$ cat config.mk
export PLATFORM = sky130hd
export DESIGN_NAME = gate_engine_2q
export DESIGN_NICKNAME = d
export VERILOG_FILES = /design/src/rtl/gate_engine_2q_pkg.sv /design/src/rtl/gate_engine_2q_alu.sv /design/src/rtl/gate_engine_2q.sv
export SDC_FILE = /design/constraint.sdc
export NUM_CORES = 1
export LEC_CHECK = 0
export CORE_MARGIN = 4
export CORE_UTILIZATION = 30
export CTS_BUF_LIST = sky130_fd_sc_hd__clkbuf_16
export DETAILED_ROUTE_END_ITERATION = 6
export GPL_TIMING_DRIVEN = 0
export PLACE_DENSITY = 0.48
export SYNTH_ARGS = -nofsm -noshare
export SYNTH_HDL_FRONTEND = slang
export SYNTH_SLANG_ARGS = --single-unit
$ cat constraint.sdc
create_clock -name clk -period 10.7 [get_ports clk]
set_clock_uncertainty 0.15 [all_clocks]
set_input_delay 2.14 -clock clk [delete_from_list [all_inputs] [get_ports clk]]
set_output_delay 2.14 -clock clk [all_outputs]
set_load 0.02 [all_outputs]
$ cat src/rtl/gate_engine_2q_pkg.sv
`default_nettype none
// ---------------------------------------------------------------
// gate_engine_2q_pkg : opcodes, Q7.8 constants, FSM states, sat16 (rev 1.0)
// ---------------------------------------------------------------
package gate_engine_2q_pkg;

  localparam logic [2:0] OP_INIT = 3'd0;
  localparam logic [2:0] OP_X    = 3'd1;
  localparam logic [2:0] OP_Z    = 3'd2;
  localparam logic [2:0] OP_H    = 3'd3;
  localparam logic [2:0] OP_S    = 3'd4;
  localparam logic [2:0] OP_CNOT = 3'd5;

  localparam logic signed [15:0] AMP_ONE = 16'sd256;
  localparam logic signed [8:0]  H_COEF  = 9'sd181;

  typedef enum logic [1:0] {
    IDLE = 2'd0,
    P0   = 2'd1,
    P1   = 2'd2
  } state_t;

  function automatic logic signed [15:0] sat16(input logic signed [24:0] x);
    if (x > 25'sd32767)
      return 16'sh7fff;
    else if (x < -25'sd32768)
      return 16'sh8000;
    else
      return x[15:0];
  endfunction

endpackage
`default_nettype wire

$ cat src/rtl/gate_engine_2q_alu.sv
`default_nettype none
// ---------------------------------------------------------------
// gate_pair_alu : combinational single-gate update of one amplitude pair (rev 1.0)
// ---------------------------------------------------------------
module gate_pair_alu
  import gate_engine_2q_pkg::*;
(
  input  logic [2:0]         op,
  input  logic               phase,
  input  logic signed [15:0] a_re,
  input  logic signed [15:0] a_im,
  input  logic signed [15:0] b_re,
  input  logic signed [15:0] b_im,
  output logic signed [15:0] a_re_new,
  output logic signed [15:0] a_im_new,
  output logic signed [15:0] b_re_new,
  output logic signed [15:0] b_im_new
);

  // Sum/difference fits 17 bits and the product 25 bits, so no overflow before the clamp.
  function automatic logic signed [15:0] h_mix(input logic signed [15:0] x,
                                               input logic signed [15:0] y,
                                               input logic               sub);
    logic signed [24:0] s;
    s = sub ? (25'(x) - 25'(y)) : (25'(x) + 25'(y));
    return sat16((s * 25'(H_COEF)) >>> 8);
  endfunction

  function automatic logic signed [15:0] neg(input logic signed [15:0] x);
    return sat16(-25'(x));
  endfunction

  always_comb begin
    a_re_new = a_re;
    a_im_new = a_im;
    b_re_new = b_re;
    b_im_new = b_im;
    case (op)
      OP_X: begin
        a_re_new = b_re;
        a_im_new = b_im;
        b_re_new = a_re;
        b_im_new = a_im;
      end
      OP_Z: begin
        b_re_new = neg(b_re);
        b_im_new = neg(b_im);
      end
      OP_S: begin
        b_re_new = neg(b_im);
        b_im_new = b_re;
      end
      OP_H: begin
        a_re_new = h_mix(a_re, b_re, 1'b0);
        a_im_new = h_mix(a_im, b_im, 1'b0);
        b_re_new = h_mix(a_re, b_re, 1'b1);
        b_im_new = h_mix(a_im, b_im, 1'b1);
      end
      OP_CNOT: begin
        if (phase) begin
          a_re_new = b_re;
          a_im_new = b_im;
          b_re_new = a_re;
          b_im_new = a_im;
        end
      end
      default: ;
    endcase
  end

endmodule
`default_nettype wire

$ cat src/rtl/gate_engine_2q.sv
`default_nettype none
// ---------------------------------------------------------------
// gate_engine_2q : 2-qubit state vector, one gate per command over two pair phases (rev 1.0)
// ---------------------------------------------------------------
module gate_engine_2q
  import gate_engine_2q_pkg::*;
(
  input  logic               clk,
  input  logic               reset,
  input  logic               cmd_valid,
  output logic               cmd_ready,
  input  logic [2:0]         cmd_op,
  input  logic               cmd_q,
  output logic signed [15:0] amp00_real,
  output logic signed [15:0] amp00_imag,
  output logic signed [15:0] amp01_real,
  output logic signed [15:0] amp01_imag,
  output logic signed [15:0] amp10_real,
  output logic signed [15:0] amp10_imag,
  output logic signed [15:0] amp11_real,
  output logic signed [15:0] amp11_imag,
  output logic               state_valid,
  output logic               done,
  output logic               err
);

  state_t             state, state_next;
  logic [2:0]         op;
  logic               q;
  logic               phase;
  logic [1:0]         idx_a, idx_b;
  logic signed [15:0] re [4];
  logic signed [15:0] im [4];
  logic signed [15:0] a_re_new, a_im_new, b_re_new, b_im_new;

  always_ff @(posedge clk or negedge reset) begin
    if (!reset) state <= IDLE;
    else        state <= state_next;
  end

  always_comb begin
    state_next = state;
    case (state)
      IDLE:    if (cmd_valid) state_next = P0;
      P0:      state_next = P1;
      P1:      state_next = IDLE;
      default: state_next = IDLE;
    endcase
  end

  assign cmd_ready   = (state == IDLE);
  assign state_valid = cmd_ready;
  assign phase       = (state == P1);

  // Element a has the target bit clear, b has it set; phase picks the other bit.
  always_comb begin
    if (q) begin
      idx_a = {1'b0, phase};
      idx_b = {1'b1, phase};
    end else begin
      idx_a = {phase, 1'b0};
      idx_b = {phase, 1'b1};
    end
  end

  always_ff @(posedge clk or negedge reset) begin
    if (!reset) begin
      op   <= OP_INIT;
      q    <= 1'b0;
      done <= 1'b0;
      err  <= 1'b0;
    end else begin
      if (cmd_ready && cmd_valid) begin
        op <= cmd_op;
        q  <= cmd_q;
      end
      done <= (state == P1);
      err  <= (state == P1) && (op > OP_CNOT);
    end
  end

  gate_pair_alu u_alu (
    .op       (op),
    .phase    (phase),
    .a_re     (re[idx_a]),
    .a_im     (im[idx_a]),
    .b_re     (re[idx_b]),
    .b_im     (im[idx_b]),
    .a_re_new (a_re_new),
    .a_im_new (a_im_new),
    .b_re_new (b_re_new),
    .b_im_new (b_im_new)
  );

  // Reserved opcodes pass through the ALU unchanged, so their writes are no-ops.
  always_ff @(posedge clk or negedge reset) begin
    if (!reset) begin
      for (int i = 0; i < 4; i++) begin
        re[i] <= (i == 0) ? AMP_ONE : 16'sd0;
        im[i] <= 16'sd0;
      end
    end else if (state == P0 && op == OP_INIT) begin
      for (int i = 0; i < 4; i++) begin
        re[i] <= (i == 0) ? AMP_ONE : 16'sd0;
        im[i] <= 16'sd0;
      end
    end else if (state != IDLE && op != OP_INIT) begin
      re[idx_a] <= a_re_new;
      im[idx_a] <= a_im_new;
      re[idx_b] <= b_re_new;
      im[idx_b] <= b_im_new;
    end
  end

  assign amp00_real = re[0];
  assign amp00_imag = im[0];
  assign amp01_real = re[1];
  assign amp01_imag = im[1];
  assign amp10_real = re[2];
  assign amp10_imag = im[2];
  assign amp11_real = re[3];
  assign amp11_imag = im[3];

endmodule
`default_nettype wire

-- Word level (Yosys, flattened, before mapping)
Index checks and enable logic that the tools add are counted.
- output and inout port bits: 132
- logic and storage cells: 109
- bits in registers: 136
- reduce and logical (&&, ||, !) cells: 11
- bitwise logic cells: 2
- $add $sub $neg: 6
- equal/unequal tests: 8
- muxes and demuxes: 48
- multipliers: 4
- magnitude comparators: 17
- operators by type and width (operator ; count):
    $mux 16 ; 26
    $bwmux 64 ; 4
    $mux 64 ; 4
    $pmux 16 s5 ; 2
    $bmux 16 s2 ; 4
    $mul 17x9->25 const B ; 4
    $pmux 16 s3 ; 2
    $gt 17x16->1 const B ; 4
    $lt 17x16->1 const B ; 4
    $demux 16 s2 ; 2
    $gt 25x16->1 const B ; 2
    $lt 25x16->1 const B ; 2
    $neg 16->25 ; 2
    $add 16x16->17 ; 2
    $sub 16x16->17 ; 2
    $eq 3x2->1 const B ; 2
    $eq 3x3->1 const B ; 2
    $ge 3x3->1 const B ; 2
    $logic_and 1x1->1 ; 6
    $lt 3x1->1 const B ; 2
    $mux 2 ; 3
    $not 2->3 ; 2
    $pmux 2 s2 ; 1
    $reduce_bool 2->1 ; 2
    8 further kinds ; 8

-- Longest topological paths before layout
- depth in word-level cells: 16
- mapped depth: 41
- gate-level depth less buffers: 34

-- Cells and area by module
From an unflattened synthesis, not the netlist that was laid out.
- cell total of the unflattened synthesis: 2992
- area, all modules: 24547.3 sq um
- by module, submodules not included (module ; area an instance (sq um) ; instances ; cells an instance):
    gate_pair_alu ; 16920.0 ; 1 ; 2167
    gate_engine_2q ; 7627.3 ; 1 ; 825

-- Worst setup path after synthesis
OpenSTA, ideal clock, no wires.
- path type: register to register
- start: reg q
- end: reg im, in the netlist amp01_imag[5]
- buffers on the path: 6
- data arrival time: 8.970 ns
- library setup time: 0.120 ns
- slack: 1.460 ns
- required time: 10.430 ns
- cell stages (with the launch flop): 37
- path through: dfrtp_1 -> buf_4 -> buf_6 -> buf_6 -> buf_2 -> buf_1 -> mux2i_1 -> o21ai_0 -> inv_1 -> fa_1 -> o21bai_1 -> o2111ai_1 -> a21oi_2 -> a31oi_1 -> o21bai_1 -> a21oi_1 -> xnor2_1 -> inv_1 -> ha_1 -> inv_1 -> fa_1 -> inv_1 -> fa_1 -> inv_1 -> fa_1 -> inv_1 -> ha_1 -> and4_1 -> a221oi_1 -> o211ai_2 -> a41o_2 -> and3_1 -> o21a_2 -> or4b_4 -> buf_6 -> a311o_1 -> a31o_1
- longest elaborated chain between the ends: 15
- RTL lines (item ; line ; source):
    from (decl) ; gate_engine_2q.sv:29 ; logic q;
    from (signal assigned) ; gate_engine_2q.sv:75 ; q <= cmd_q;
    $mux 2 ; gate_engine_2q.sv:57 ; if (q) begin
    $not 2->3, on equally long branches ; -- ;
    $bmux 16 s2, on equally long branches ; gate_engine_2q.sv:86, gate_engine_2q.sv:88 ;
    $mux 16, on equally long branches (2 in a row) ; gate_engine_2q.sv:86, gate_engine_2q.sv:88 ;
    $add 16x16->17 ; gate_engine_2q_alu.sv:25 ; s = sub ? (25'(x) - 25'(y)) : (25'(x) + 25'(y));
    $mul 17x9->25 ; gate_engine_2q_alu.sv:26 ; return sat16((s * 25'(H_COEF)) >>> 8);
    $lt 17x16->1 ; gate_engine_2q_pkg.sv:26 ; else if (x < -25'sd32768)
    $mux 16 ; gate_engine_2q_pkg.sv:26 ;
    $mux 16 ; gate_engine_2q_pkg.sv:24 ; if (x > 25'sd32767)
    $pmux 16 s3 ; gate_engine_2q_alu.sv:38 ; case (op)
    $bwmux 64 ; gate_engine_2q.sv:109 ; im[idx_a] <= a_im_new;
    $bwmux 64 * ; gate_engine_2q.sv:111 ; im[idx_b] <= b_im_new;
    $mux 64 * ; gate_engine_2q.sv:107 ; end else if (state != IDLE && op != OP_INIT) begin
    $mux 64 * ; gate_engine_2q.sv:102 ; end else if (state == P0 && op == OP_INIT) begin
    to (signal, indexed assignment) ; gate_engine_2q.sv:109 ;
    to (signal, indexed assignment) ; gate_engine_2q.sv:111 ;
    to (decl) ; gate_engine_2q.sv:33 ; logic signed [15:0] im [4];
Every way passes the cells marked *; elsewhere a longest branch is shown, timed or not. The select of a mux whose other input is x is not followed.
A chain may end at the register's enable or synchronous reset.

-- Worst setup path in the final report
- start: reg state[1]
- end: reg im, in the netlist amp10_imag[5]
- longest elaborated chain between the ends: 16
- RTL lines (item ; line ; source):
    from (decl) ; gate_engine_2q.sv:27 ; state_t state, state_next;
    from (signal assigned) ; gate_engine_2q.sv:38 ; else state <= state_next;
    $eq 2x2->1 ; gate_engine_2q.sv:53 ; assign phase = (state == P1);
    $mux 2 ; gate_engine_2q.sv:57 ;
    $not 2->3, on equally long branches ; -- ;
    $bmux 16 s2, on equally long branches ; gate_engine_2q.sv:86, gate_engine_2q.sv:88 ;
    $mux 16, on equally long branches (2 in a row) ; gate_engine_2q.sv:86, gate_engine_2q.sv:88 ;
    $add 16x16->17 ; gate_engine_2q_alu.sv:25 ;
    $mul 17x9->25 ; gate_engine_2q_alu.sv:26 ;
    $lt 17x16->1 ; gate_engine_2q_pkg.sv:26 ;
    $mux 16 ; gate_engine_2q_pkg.sv:26 ;
    $mux 16 ; gate_engine_2q_pkg.sv:24 ;
    $pmux 16 s3 ; gate_engine_2q_alu.sv:38 ;
    $bwmux 64 ; gate_engine_2q.sv:109 ;
    $bwmux 64 ; gate_engine_2q.sv:111 ;
    $mux 64 ; gate_engine_2q.sv:107 ;
    $mux 64 ; gate_engine_2q.sv:102 ;
Parallel ways exist; a longest one is shown, timed or not. The select of a mux whose other input is x is not followed.

==> metrics.yaml <==
routedWlPerCell_microns: 27.09
nets: 3915
fill_cells: 9234
initial_core_util_pct: 30.33
rr_worst_depth: 37
rrSetupSlack_ps: 260
synth_cells: 3253
grt_util_met1_pct: 36.03
dp_hpwl_microns: 100200
grt_pass1_vias: 26010
final_common_cell: "inv_1"
cts_tree: "yes"
critPathRequiredTime_ps: 10910
cts_inserted_buffers: 17
crit_path_frequent_cell: "inv_1"
hold_violations: 0
final_cell_mix: "501 x inv_1, 313 x ha_1, 271 x nand2_1"
synthXorXnorAreaFrac_pct: 6.289
outcome: "finished clean"
rsz0062_at_grt: "yes"
h-tree-depth: 4
grt_max_degree: 90
grtUsageMet3_pct: 4.880
tns_ps: 0
overflow: 0
async_flop_share_pct: 100.0
critPathMaxFanout: 10
die_h_microns: 301.8
io_buffers: 138
finalMaxSlewViolations: 0
die-area_sq_um: 91110
vias_per_cell: 5.850
worstMarginPinSlew_ps: 1338
yosysSeqAreaShare_pct: 13.14
wl_microns: 124100
r2r_start: "state[1]"
reg2reg_to: "amp10_imag[5]"
path_class: "reg2reg"
crit_path_end: "amp10_imag[5]"
setup_viol: 0
insertion_delay_ps: 470
area_delta_synth_final_pct: 15.81
cts_sinks: 136
synth.distinct_cells: 113
clk_pin_slew_ps: 70
track_usage_pct: 26.65
synth_compound_gate_area_share_pct: 23.21
grt_pass1_wl_microns: 179700
yosysTopAreaCell: "ha_1"
max_cap_viol_count: 0
drive_above_1_share_pct: 7.394
first_pass_iters: 6
maxSlewHeadroom_pct: 9.875
yosys.area_share.simple_pct: 15.18
worstPathArrival_ps: 10640
die_x_microns: 301.8
design.core.area_sq_um: 85410
root_buffer: "clkbuf_16"
synth_top_cell_area_share_pct: 15.17
ant_nets: 0
crit_path_start: "state[1]"
synthAdderAreaFrac_pct: 28.50
slowest_delay_ps: 560
clockBufferDepth: 2
yosysWarnings: 0
slowest_stage: "or4b_4"
period_needed_ps: 10440
synth-seq-cells: 136
ioPinCount: 139
place_congestion: 1.051
grt-busiest-layer: "met2"
avgSynthCellArea_sq_um: 7.963
fmax_mhz: 95.82
synth_edf_count: 0
dr_total_vias: 26790
synth_top_family_by_area: "adder cells"
syn_area_sq_um: 25900
worstSetupStartpointType: "flip-flop"
fin_crit_sh_pct: 97.53
synth_nets: 3746
use_met2_pct: 40.59
hp-class: "reg2reg"
drt_iter0_drc: 3083
yosys-top-cells-area: "ha_1 15%, fa_1 13%, dfrtp_1 13%"
cp-end-kind: "flip-flop"
synth.area.mux_share_pct: 3.584
fp-row-count: 107
synthFlopType: "dfrtp_1"
drcViolationCount: 0
grt_antenna_before_repair: 0
-- synthesized netlist by cell type (42+ instances only) --
master	count
o211ai_1	42
nand2_1	271
a21o_1	52
a21oi_1	190
fa_1	172
nor2_1	194
mux2i_1	86
clkbuf_1	107
xnor2_1	133
ha_1	314
o221ai_1	45
inv_1	501
xor2_1	53
o21ai_0	190
nand3_1	81
nor3_1	53
dfrtp_1	135
-- state kept, by name (all words and copies together) (netlist names) --
| register | cells |
|---|---|
| amp10_real | 16 |
| amp11_imag | 16 |
| amp00_real | 16 |
| err | 1 |
| amp01_imag | 16 |
| amp00_imag | 16 |
| state | 2 |
| amp10_imag | 16 |
| amp01_real | 16 |
| amp11_real | 16 |
| op | 3 |
| q | 1 |
| done | 1 |
-- area by class of cell --
| type | instances | area [sq um] | area share [%] |
|---|---|---|---|
| Sequential cell | 136 | 3406 | 11.35 |
| Multi-Input combinational cell | 2454 | 20340 | 67.81 |
| Antenna cell | 1 | 2.502 | 0.008342 |
| Clock buffer | 17 | 425.4 | 1.418 |
| Clock inverter | 15 | 180.2 | 0.6006 |
| Timing Repair Buffer | 154 | 1548 | 5.160 |
| Buffer | 138 | 700.7 | 2.336 |
| Inverter | 521 | 1962 | 6.540 |
| Tap cell | 1144 | 1431 | 4.772 |
-- kinds of logic after synthesis --
group,Yosys count
and+or+nand+nor,811
xor gates and xnor gates,186
adders and majority gates,487
buffers and inverters,663
AOI/OAI and AO/OA,878
DFF,136
muxes,92
-- layer usage --
metal	wire length [microns]	part of all wire [%]
met1	51860	42
met5	0	0
met4	7992	6.4
met3	11180	9.0
met2	53050	43
-- worst max-delay path, delay by kind of cell, from the launching register on --
kind / cells / cell delay [ps]
DFF: 1 / 530
adders and majority gates: 6 / 2590
xor gates and xnor gates: 1 / 250
and+or+nand+nor: 5 / 1340
AOI/OAI and AO/OA: 13 / 3160
buffers and inverters: 12 / 2280
-- metrics by stage --
step | std cells | area (sq um) | utilization (%) | worst slack, ps | hold slack, ps
2_1_floorplan | 3253 | 25900 | - | 1460 | 457.6
3_3_place_gp | 4535 | 28720 | 33.62 | -2401 | 365.7
3_5_place_dp | 4537 | 28750 | 33.66 | -2398 | 379.0
4_1_cts | 4570 | 29630 | 34.69 | 8.134 | 393.5
5_1_grt | 4579 | 30000 | 35.12 | -41.47 | 412.2
6_report | 4580 | 30000 | 35.12 | 264.1 | 386.7
-- what timing repair did --
item | in CTS | in global routing
buffers inserted | 2 | 12
endpoints found under the setup margin | 128 | 124
hold buffers | 0 | 0
gates resized for setup | 82 | 72
pin swaps | 2 | 13
-- worst min-delay path by stage --
stage          cells past startpoint            from        endpoint  slack [ps]
2_1_floorplan                      2  amp11_imag[15]  amp11_imag[15]         460
3_3_place_gp                       1   amp11_imag[8]   amp11_imag[8]         370
3_5_place_dp                       2   amp11_imag[7]   amp11_imag[7]         380
4_1_cts                            2   amp11_imag[7]   amp11_imag[7]         390
5_1_grt                            1   amp11_imag[8]   amp11_imag[8]         410
6_report                           1   amp11_imag[8]   amp11_imag[8]         390
Power is left out: the tool's default activity adds up to more than one toggle a clock period on the data nets, which glitch-free logic cannot reach.
